<file path="src/rtl/hps_load_dispatch.sv">
// hps_load_dispatch: splits the hps_io download stream into ROM writes, variant byte and DIP bank; stretches core reset.
// Latency: ROM write one cycle after ioctl_wr. Optional HPS_LOAD_CHECKSUM_EN adds rom_sum.
// Backpressure: none, every strobe is consumed or dropped in the cycle it arrives.
module hps_load_dispatch #(
  parameter int ROM_AW    = 17,
  parameter int NUM_DIP   = 8,
  parameter int ROM_INDEX = 0,
  parameter int MOD_INDEX = 1,
  parameter int DIP_INDEX = 254,
  parameter int RST_HOLD  = 16
) (
  input  logic                 clk_sys,
  input  logic                 reset,
  input  logic                 ioctl_download,
  input  logic                 ioctl_wr,
  input  logic [24:0]          ioctl_addr,
  input  logic [7:0]           ioctl_dout,
  input  logic [7:0]           ioctl_index,
  input  logic                 reset_req,
  output logic [ROM_AW-1:0]    rom_addr,
  output logic [7:0]           rom_data,
  output logic                 rom_wr,
  output logic [7:0]           mod_id,
  output logic [NUM_DIP*8-1:0] dip_flat,
  output logic                 dip_valid,
  output logic                 rom_overflow,
  output logic                 load_busy,
  output logic                 core_reset
`ifdef HPS_LOAD_CHECKSUM_EN
  ,
  output logic [15:0]          rom_sum
`endif
);

  localparam int            CW        = $clog2(RST_HOLD + 1);
  localparam logic [CW-1:0] HOLD_INIT = CW'(RST_HOLD);

  typedef enum logic [2:0] {
    S_IDLE,
    S_LOAD_ROM,
    S_LOAD_MOD,
    S_LOAD_DIP,
    S_LOAD_OTHER,
    S_HOLD
  } state_t;

  state_t               state_q, state_d, start_state, act;
  logic                 dl_q, dl_d;
  logic [CW-1:0]        cnt_q, cnt_d;
  logic [ROM_AW-1:0]    rom_addr_q, rom_addr_d;
  logic [7:0]           rom_data_q, rom_data_d;
  logic                 rom_wr_q, rom_wr_d;
  logic [7:0]           mod_id_q, mod_id_d;
  logic [NUM_DIP*8-1:0] dip_q, dip_d;
  logic                 dip_valid_q, dip_valid_d;
  logic                 ovf_q, ovf_d;
  logic                 load_busy_q, load_busy_d;
  logic                 dl_rise, start, wr_en, rom_hit, in_range, rom_entry;
`ifdef HPS_LOAD_CHECKSUM_EN
  logic [15:0]          sum_q, sum_d;
`endif

  always_comb begin
    dl_rise = ioctl_download & ~dl_q;
    start   = dl_rise & ((state_q == S_IDLE) | (state_q == S_HOLD));
    if (ioctl_index == 8'(ROM_INDEX))      start_state = S_LOAD_ROM;
    else if (ioctl_index == 8'(MOD_INDEX)) start_state = S_LOAD_MOD;
    else if (ioctl_index == 8'(DIP_INDEX)) start_state = S_LOAD_DIP;
    else                                   start_state = S_LOAD_OTHER;
    rom_entry = start & (start_state == S_LOAD_ROM);

    // A strobe on the rising-edge cycle belongs to the load being opened.
    act      = start ? start_state : state_q;
    wr_en    = ioctl_wr & ioctl_download;
    rom_hit  = wr_en & (act == S_LOAD_ROM);
    in_range = (ioctl_addr >> ROM_AW) == 25'd0;
    dl_d     = ioctl_download;

    // Reload while a ROM download is open so release lands RST_HOLD cycles after it closes.
    if (reset_req | ((act == S_LOAD_ROM) & ioctl_download)) cnt_d = HOLD_INIT;
    else if (cnt_q != '0)                                   cnt_d = cnt_q - CW'(1);
    else                                                    cnt_d = cnt_q;

    state_d = state_q;
    case (state_q)
      S_IDLE: begin
        if (start) state_d = start_state;
      end
      S_HOLD: begin
        if (start)              state_d = start_state;
        else if (cnt_d == '0)   state_d = S_IDLE;
      end
      S_LOAD_ROM: begin
        if (!ioctl_download) state_d = (cnt_d != '0) ? S_HOLD : S_IDLE;
      end
      default: begin
        if (!ioctl_download) state_d = S_IDLE;
      end
    endcase

    load_busy_d = (state_d == S_LOAD_ROM) | (state_d == S_LOAD_MOD) |
                  (state_d == S_LOAD_DIP) | (state_d == S_LOAD_OTHER);

    rom_wr_d   = rom_hit & in_range;
    rom_addr_d = rom_wr_d ? ioctl_addr[ROM_AW-1:0] : rom_addr_q;
    rom_data_d = rom_wr_d ? ioctl_dout : rom_data_q;
    ovf_d      = (rom_hit & ~in_range) | (ovf_q & ~rom_entry);

    mod_id_d = (wr_en & (act == S_LOAD_MOD)) ? ioctl_dout : mod_id_q;

    dip_d = dip_q;
    for (int k = 0; k < NUM_DIP; k++) begin
      if (wr_en && (act == S_LOAD_DIP) && (ioctl_addr == 25'(k))) dip_d[8*k +: 8] = ioctl_dout;
    end
    dip_valid_d = dip_valid_q | ((state_q == S_LOAD_DIP) & ~ioctl_download);

`ifdef HPS_LOAD_CHECKSUM_EN
    sum_d = rom_entry ? 16'd0 : sum_q;
    if (rom_wr_d) sum_d = sum_d + {8'd0, ioctl_dout};
`endif
  end

  always_ff @(posedge clk_sys or posedge reset) begin
    if (reset) begin
      state_q     <= S_IDLE;
      dl_q        <= 1'b0;
      cnt_q       <= HOLD_INIT;
      rom_addr_q  <= '0;
      rom_data_q  <= '0;
      rom_wr_q    <= 1'b0;
      mod_id_q    <= '0;
      dip_q       <= '0;
      dip_valid_q <= 1'b0;
      ovf_q       <= 1'b0;
      load_busy_q <= 1'b0;
`ifdef HPS_LOAD_CHECKSUM_EN
      sum_q       <= '0;
`endif
    end else begin
      state_q     <= state_d;
      dl_q        <= dl_d;
      cnt_q       <= cnt_d;
      rom_addr_q  <= rom_addr_d;
      rom_data_q  <= rom_data_d;
      rom_wr_q    <= rom_wr_d;
      mod_id_q    <= mod_id_d;
      dip_q       <= dip_d;
      dip_valid_q <= dip_valid_d;
      ovf_q       <= ovf_d;
      load_busy_q <= load_busy_d;
`ifdef HPS_LOAD_CHECKSUM_EN
      sum_q       <= sum_d;
`endif
    end
  end

  assign rom_addr     = rom_addr_q;
  assign rom_data     = rom_data_q;
  assign rom_wr       = rom_wr_q;
  assign mod_id       = mod_id_q;
  assign dip_flat     = dip_q;
  assign dip_valid    = dip_valid_q;
  assign rom_overflow = ovf_q;
  assign load_busy    = load_busy_q;
  assign core_reset   = reset_req | (state_q == S_LOAD_ROM) | (state_q == S_HOLD) | (cnt_q != '0);
`ifdef HPS_LOAD_CHECKSUM_EN
  assign rom_sum      = sum_q;
`endif

endmodule

</file>
<file path="config.mk">
export PLATFORM = sky130hd
export DESIGN_NAME = hps_load_dispatch
export DESIGN_NICKNAME = d
export VERILOG_FILES = /design/src/rtl/hps_load_dispatch.sv
export SDC_FILE = /design/constraint.sdc
export NUM_CORES = 1
export LEC_CHECK = 0
export BUFFER_PORTS_ARGS = -buffer_cell sky130_fd_sc_hd__buf_4
export CAP_MARGIN = 20
export CORE_MARGIN = 2
export CORE_UTILIZATION = 51
export DETAILED_ROUTE_END_ITERATION = 7
export PLACE_DENSITY = 0.8
export SKIP_LAST_GASP = 1
export SLEW_MARGIN = 20
export SYNTH_ARGS = -nofsm -noshare
export SYNTH_HDL_FRONTEND = slang
export SYNTH_SLANG_ARGS = --single-unit
</file>
<file path="constraint.sdc">
create_clock -name clk_sys -period 4.4 [get_ports clk_sys]
set_input_delay 0.44 -clock clk_sys [delete_from_list [all_inputs] [get_ports clk_sys]]
set_output_delay 0.44 -clock clk_sys [all_outputs]
set_load 0.01 [all_outputs]
</file>
==> results.py, run 1 <==
metrics = {
    "routing": {
        "wl_met1_mm": 4.54,
        "wl_met2_mm": 5.29,
        "ant_nets": 0,
        "wl_mm": 10.9,
        "dr.pass1.iters": 4,
        "drc_errors": 0,
        "wl_met3_mm": 1.00,
        "detail_route.iter0.violations": 88,
        "routed_via_density": 5.61,
        "via_count": 3313,
        "routedWlPerCell_microns": 18.5,
        "top_layer": "met4",
    },
    "clocking": {
        "cts_htree_levels": 3,
        "cts.path.max_buffers": 2,
        "post-cts-setup-buffers": 0,
        "clock_latency_ps": 370,
        "cts-root-buf": "clkbuf_8",
        "cts-buffers-inserted": 9,
        "cts.sinks": 110,
        "cts_tree": "built",
        "cts-hold-fix-buffers": 0,
        "cts_resized": 0,
        "path_clk_slew_ps": 110,
    },
    "global_routing": {
        "grt_max_degree": 78,
        "grt_pass1_vias": 3364,
        "grt.overflow.total": 0,
        "grt_pass1_wl_mm": 17.3,
        "antenna_found_initial": 0,
        "track_usage_pct": 21.8,
    },
    "timing": {
        "setup_tns_ps": 0,
        "post-route-min-period_ps": 2980,
        "report.final.slew_viol_count": 0,
        "finClkSkew_ps": 19.0,
        "fin_ws_ps": 1420,
        "rsz0062_at_grt": "false",
        "hold_viol": 0,
        "clock.fmax_mhz": 335,
        "worstMarginPinSlew_ps": 924,
        "relSlewSlack_pct": 38.4,
        "post-route-period-util_pct": 67.8,
        "setup_viol": 0,
    },
    "logic_synthesis": {
        "netlist-cell-type-count": 48,
        "synth_fa_ha_area_share_pct": 0.259,
        "synth_mux_area_share_pct": 24.2,
        "synth_nets": 384,
        "yosys.area.top_type": "dfrtp_1",
        "yosysSeqAreaShare_pct": 57.0,
        "yosys-top-cells-area": "dfrtp_1, mux2_2, mux2_4, o2111ai_2, nor4_1",
        "syn-instance-count": 337,
        "syn_area_sq_mm": 0.00483,
        "ys_warn_count": 0,
        "synthFlopType": "dfrtp_1",
        "ys_seq_elements": 110,
        "synth.avg_cell_area_sq_um": 14.3,
        "synth_compound_area_share_pct": 6.97,
        "synth_top_family_by_area": "multiplexers",
        "synth_edf_count": 0,
        "synthXorXnorAreaFrac_pct": 0.544,
        "synthArstFlopShare_pct": 100,
        "synth_top_area_share_pct": 56.5,
        "synth_simple_gate_area_share_pct": 7.83,
    },
    "critical_path": {
        "cp_slowest_cell": "dfrtp_1",
        "critPathBufInv": 1,
        "crit_family": "flip-flops",
        "max_stage_delay_ps": 810,
        "crit_required_ps": 4660,
        "critPathMaxFanout": 25,
        "cp.arrival_ps": 3240,
        "critPathKind": "flip-flop to flip-flop",
        "crit_chain": "nand2b_1 > or3_1 > o311a_1 > and4bb_1 > buf_4 > mux2_2",
        "worstSetupStartpointType": "flip-flop",
        "end_kind": "flip-flop",
    },
    "placement": {
        "dp_hpwl_mm": 7.86,
        "dp_slack_ps": 1290,
        "port_buffers": 147,
        "gp_congestion": 0.811,
    },
    "finish": {
        "layout_commonest_cell": "buf_4",
        "fill_cells": 691,
        "final_cell_mix": "buf_4, dfrtp_1, mux2_2",
        "diodes": 0,
        "synthToLayoutAreaGrowth_pct": 27.6,
        "drive_above_1_share_pct": 57.9,
        "layout.nets": 522,
    },
    "power_and_ir_drop": {
        "ir_drop_mv": 0.186,
        "leakagePower_nw": 3.20,
        "p_per_area_mw_per_mm2": 335,
    },
    "min_path": {
        "hold_path.class": "input port to async pin",
    },
    "die": {
        "rows": 35,
        "io_pins": 148,
        "start_util_pct": 52.5,
        "coreArea_sq_mm": 0.00920,
        "fp.dieH_microns": 101,
        "dieArea_sq_mm": 0.0103,
        "die_w_microns": 101,
    },
    "run_status": {
        "outcome": "finished, final reports clean",
    },
    "run": {
        "maxCapViolCount": 0,
    },
}
==> sequential cells by signal, summed over array words and instances (netlist names) <==
register and cells:
state_q 3, mod_id 8, rom_data 8, rom_wr 1, dip_flat 64, rom_overflow 1, rom_addr 17, dip_valid 1
load_busy 1, cnt_q 5, dl_q 1
==> layout make-up <==
class | count | area [sq um] | share of cell area (%)
clock buffer | 10 | 138 | 2.23
clock inverter | 6 | 61.3 | 0.995
inverter | 5 | 21.3 | 0.345
multi-input combinational | 199 | 1920 | 31.2
sequential | 110 | 2750 | 44.7
tap | 111 | 139 | 2.25
timing repair buffer | 150 | 1130 | 18.3
==> layer usage <==
metal,vias to the layer above,track usage (%)
met5,-,0
met4,0,4.78
met3,10,8.21
met2,121,35.4
met1,1667,28.1
li1,1515,-
==> cells by family (layout without fill, tap and decap cells) <==
family	count (synthesis)	in the layout
xor+xnor	3	3
buf+inv	28	171
flops	110	110
mux	97	97
fa+ha+maj	1	1
compound gates	35	35
simple gates	63	63
==> power by group <==
part	leakage, nW	switching, mW	internal, mW
Sequential	1.52	0.0514	1.06
Combinational	1.58	0.188	0.162
Clock	0.0986	0.367	0.237
Total	3.20	0.607	1.46
==> cell usage after synthesis (3+ instances only) <==
cell type	instances
o2111ai_2	8
o21ai_0	4
o21bai_1	3
nor4b_1	5
mux2_2	77
a21oi_1	3
buf_1	11
or3_1	3
nand2_1	8
nor2_1	8
nand3_1	4
inv_1	5
a31oi_1	3
o31ai_1	3
nor3_1	5
nand2b_1	8
dfrtp_1	109
buf_2	3
clkbuf_1	4
mux2_4	20
nor4_1	9
==> through the flow <==
step | power (mW) | util [%] | instances | area, sq um | hold slack [ps]
floorplan | 1.36 | - | 337 | 4830 | 471
finish | 2.06 | 67.0 | 591 | 6160 | 257
CTS | 2.08 | 67.0 | 591 | 6160 | 255
global route | 2.17 | 67.0 | 591 | 6160 | 261
detailed placement | 1.48 | 64.8 | 575 | 5960 | 460
global placement | 1.46 | 64.8 | 575 | 5960 | 464
==> final timing paths <==
kind	cells after the start	start	end	slack, ps
min in group clk_sys	1	ioctl_download	dl_q	270
min reg2reg	1	dip_valid	dip_valid	480
min	2	reset	rom_addr[11]	260
max	6	state_q[1]	rom_data[7]	1420
max reg2reg	6	state_q[1]	rom_data[7]	1420
max in group asynchronous	3	reset	cnt_q[4]	3090
Note: power is estimated with default switching activity, not from simulation.
==> inputs of run 2 (changes only) <==
- ABC_AREA: default -> 1
- PLACE_DENSITY: 0.8 -> 0.81
- clock period: 4.4 -> 3 ns (I/O delays scaled with it)
==> results.py, run 2 <==
metrics = {
    "run_status": {
        "outcome": "finished, final reports clean",
    },
    "die": {
        "fp.dieH_microns": 98.9,
        "die_w_microns": 98.9,
        "coreArea_sq_mm": 0.00872,
        "io_pins": 148,
        "rows": 34,
        "start_util_pct": 52.6,
        "dieArea_sq_mm": 0.00978,
    },
    "timing": {
        "report.final.slew_viol_count": 0,
        "post-route-min-period_ps": 2500,
        "clock.fmax_mhz": 400,
        "whs_ps": 76.3,
        "hold_viol": 0,
        "setup_viol": 0,
        "rsz0062_at_grt": "false",
        "fin_ws_ps": 499,
        "worstMarginPinSlew_ps": 502,
        "setup_tns_ps": 0,
        "finClkSkew_ps": 10.4,
        "post-route-period-util_pct": 83.4,
        "relSlewSlack_pct": 66.4,
    },
    "run": {
        "maxCapViolCount": 0,
    },
    "critical_path": {
        "cp.arrival_ps": 2780,
        "end_kind": "flip-flop",
        "crit_required_ps": 3280,
        "critPathKind": "flip-flop to flip-flop",
        "worstSetupStartpointType": "flip-flop",
        "critPathMaxFanout": 16,
    },
    "power_and_ir_drop": {
        "p_per_area_mw_per_mm2": 554,
        "ir_drop_mv": 0.275,
        "leakagePower_nw": 3.16,
    },
    "routing": {
        "dr.pass1.iters": 4,
        "drc_errors": 0,
        "wl_mm": 11.5,
        "detail_route.iter0.violations": 159,
        "via_count": 3974,
        "routed_via_density": 5.11,
        "routedWlPerCell_microns": 14.9,
        "ant_nets": 0,
    },
    "global_routing": {
        "track_usage_pct": 23.9,
        "grt.overflow.total": 0,
        "grt_max_degree": 94,
        "grt_pass1_vias": 3815,
        "antenna_found_initial": 0,
        "grt_pass1_wl_mm": 18.6,
    },
    "clocking": {
        "cts-root-buf": "clkbuf_8",
        "cts_htree_levels": 3,
        "cts_tree": "built",
        "cts_resized": 0,
        "clock_latency_ps": 370,
        "cts.path.max_buffers": 2,
        "cts-buffers-inserted": 9,
        "cts.sinks": 110,
        "path_clk_slew_ps": 110,
    },
    "finish": {
        "layout.cells.non_filler": 777,
        "largest_reg_flops": 64,
        "layout_commonest_cell": "nand2_1",
        "layout.nets": 711,
        "diodes": 0,
        "fill_cells": 693,
        "drive_above_1_share_pct": 25.6,
        "utilization_pct": 68.2,
        "synthToLayoutAreaGrowth_pct": 29.5,
        "final_cell_mix": "nand2_1, buf_4, dfrtp_1",
    },
    "placement": {
        "gp_congestion": 0.862,
        "dp_slack_ps": 545,
        "dp.cells": 760,
        "dp_hpwl_mm": 8.33,
        "port_buffers": 147,
    },
    "min_path": {
        "hold_path.class": "input port to flip-flop",
    },
    "logic_synthesis": {
        "synth_edf_count": 0,
        "synth_top_area_share_pct": 59.4,
        "yosys-top-cells-area": "dfrtp_1, nand2_1, o21ai_0, inv_1, nor2_1",
        "syn_area_sq_mm": 0.00459,
        "ys_seq_elements": 110,
        "synth.avg_cell_area_sq_um": 8.91,
        "synthArstFlopShare_pct": 100,
        "synthTopCellsByCount": "nand2_1, dfrtp_1, o21ai_0",
        "ys_warn_count": 0,
        "yosysSeqAreaShare_pct": 60.0,
        "yosys.area.top_type": "dfrtp_1",
        "synth_nets": 562,
        "netlist-cell-type-count": 26,
        "yosysMostFrequentCell": "nand2_1",
        "synthFlopType": "dfrtp_1",
        "syn-instance-count": 515,
    },
}
-- run 2: changes by cell type after synthesis, moves of 5 or more --
cell and delta:
mux2_2 -77, nor4b_1 -5, nor2_1 +28, nand2_1 +164
nand4_1 +9, mux2_4 -20, inv_1 +42, o21ai_0 +83
nand2b_1 -8, buf_6 +7, buf_1 -11, nand3_1 +5
o2111ai_2 -8
-- run 2: kinds of logic (layout without fill, tap and decap cells) --
group                    count (synthesis)  in the layout  share of synthesized area, %
adder cells (fa/ha/maj)                  1              1                         0.273
AO/OA/AOI/OAI                           95             95                          10.8
XOR/XNOR                                 3              3                         0.572
AND/OR/NAND/NOR                        245            245                          21.9
flip-flops                             110            110                          60.0
buffers and inverters                   61            215                          6.46
-- run 2: per-stage QoR --
stage / instance area (sq um) / power (mW)
floorplan: 4590 / 2.18
global placement: 5760 / 2.47
detailed placement: 5760 / 2.48
CTS: 5940 / 3.31
global route: 5940 / 3.48
finish: 5940 / 3.29
-- run 2: area by class of cell --
cell class	instances	area (sq um)	area share, %
well taps	108	135	2.27
clock inverters	6	51.3	0.863
inverters	47	180	3.03
clock buffers	10	128	2.15
repair buffers	152	1160	19.4
flip-flops and latches	110	2750	46.3
multi-input cells	344	1540	25.9
-- run 2: path summary, 6_finish.rpt --
check,cells after the start,slack [ps],endpoint,startpoint
max,10,500,dip_flat[58],state_q[2]
min,1,80,dl_q,ioctl_download
max reg2reg,10,500,dip_flat[58],state_q[2]
min reg2reg,1,490,dip_valid,dip_valid
max in group asynchronous,4,1710,cnt_q[4],reset
min in group asynchronous,3,480,rom_addr[6],reset
-- run 2: repair_timing --
| action | CTS | global route |
|---|---|---|
| hold buffers | 1 | 0 |
| endpoints found under the hold margin | 17 | 0 |
| setup buffers | 0 | 0 |
-- run 2: power breakdown --
group	switching (mW)	internal [mW]	leakage, nW
logic	0.464	0.318	1.57
registers	0.0733	1.60	1.50
clock network	0.512	0.320	0.0940
total	1.05	2.24	3.16
-- run 2: layer usage --
layer / up-vias / share of wire [%] / track usage (%)
met5: - / 0 / 0
met2: 139 / 46 / 37.9
met3: 16 / 7.5 / 5.89
li1: 1954 / - / -
met4: 0 / 1.7 / 7.38
met1: 1865 / 45 / 32.7
-- run 2: critical path, cell delays in order, from the launching register on --
cell and delay [ps]:
dfrtp_1 420, inv_1 100, nand3_1 140, nand2_1 110
nand2_1 160, inv_1 70, nand2_1 60, nand2_1 140
nor4_4 490, nand2_1 420, o21ai_0 310
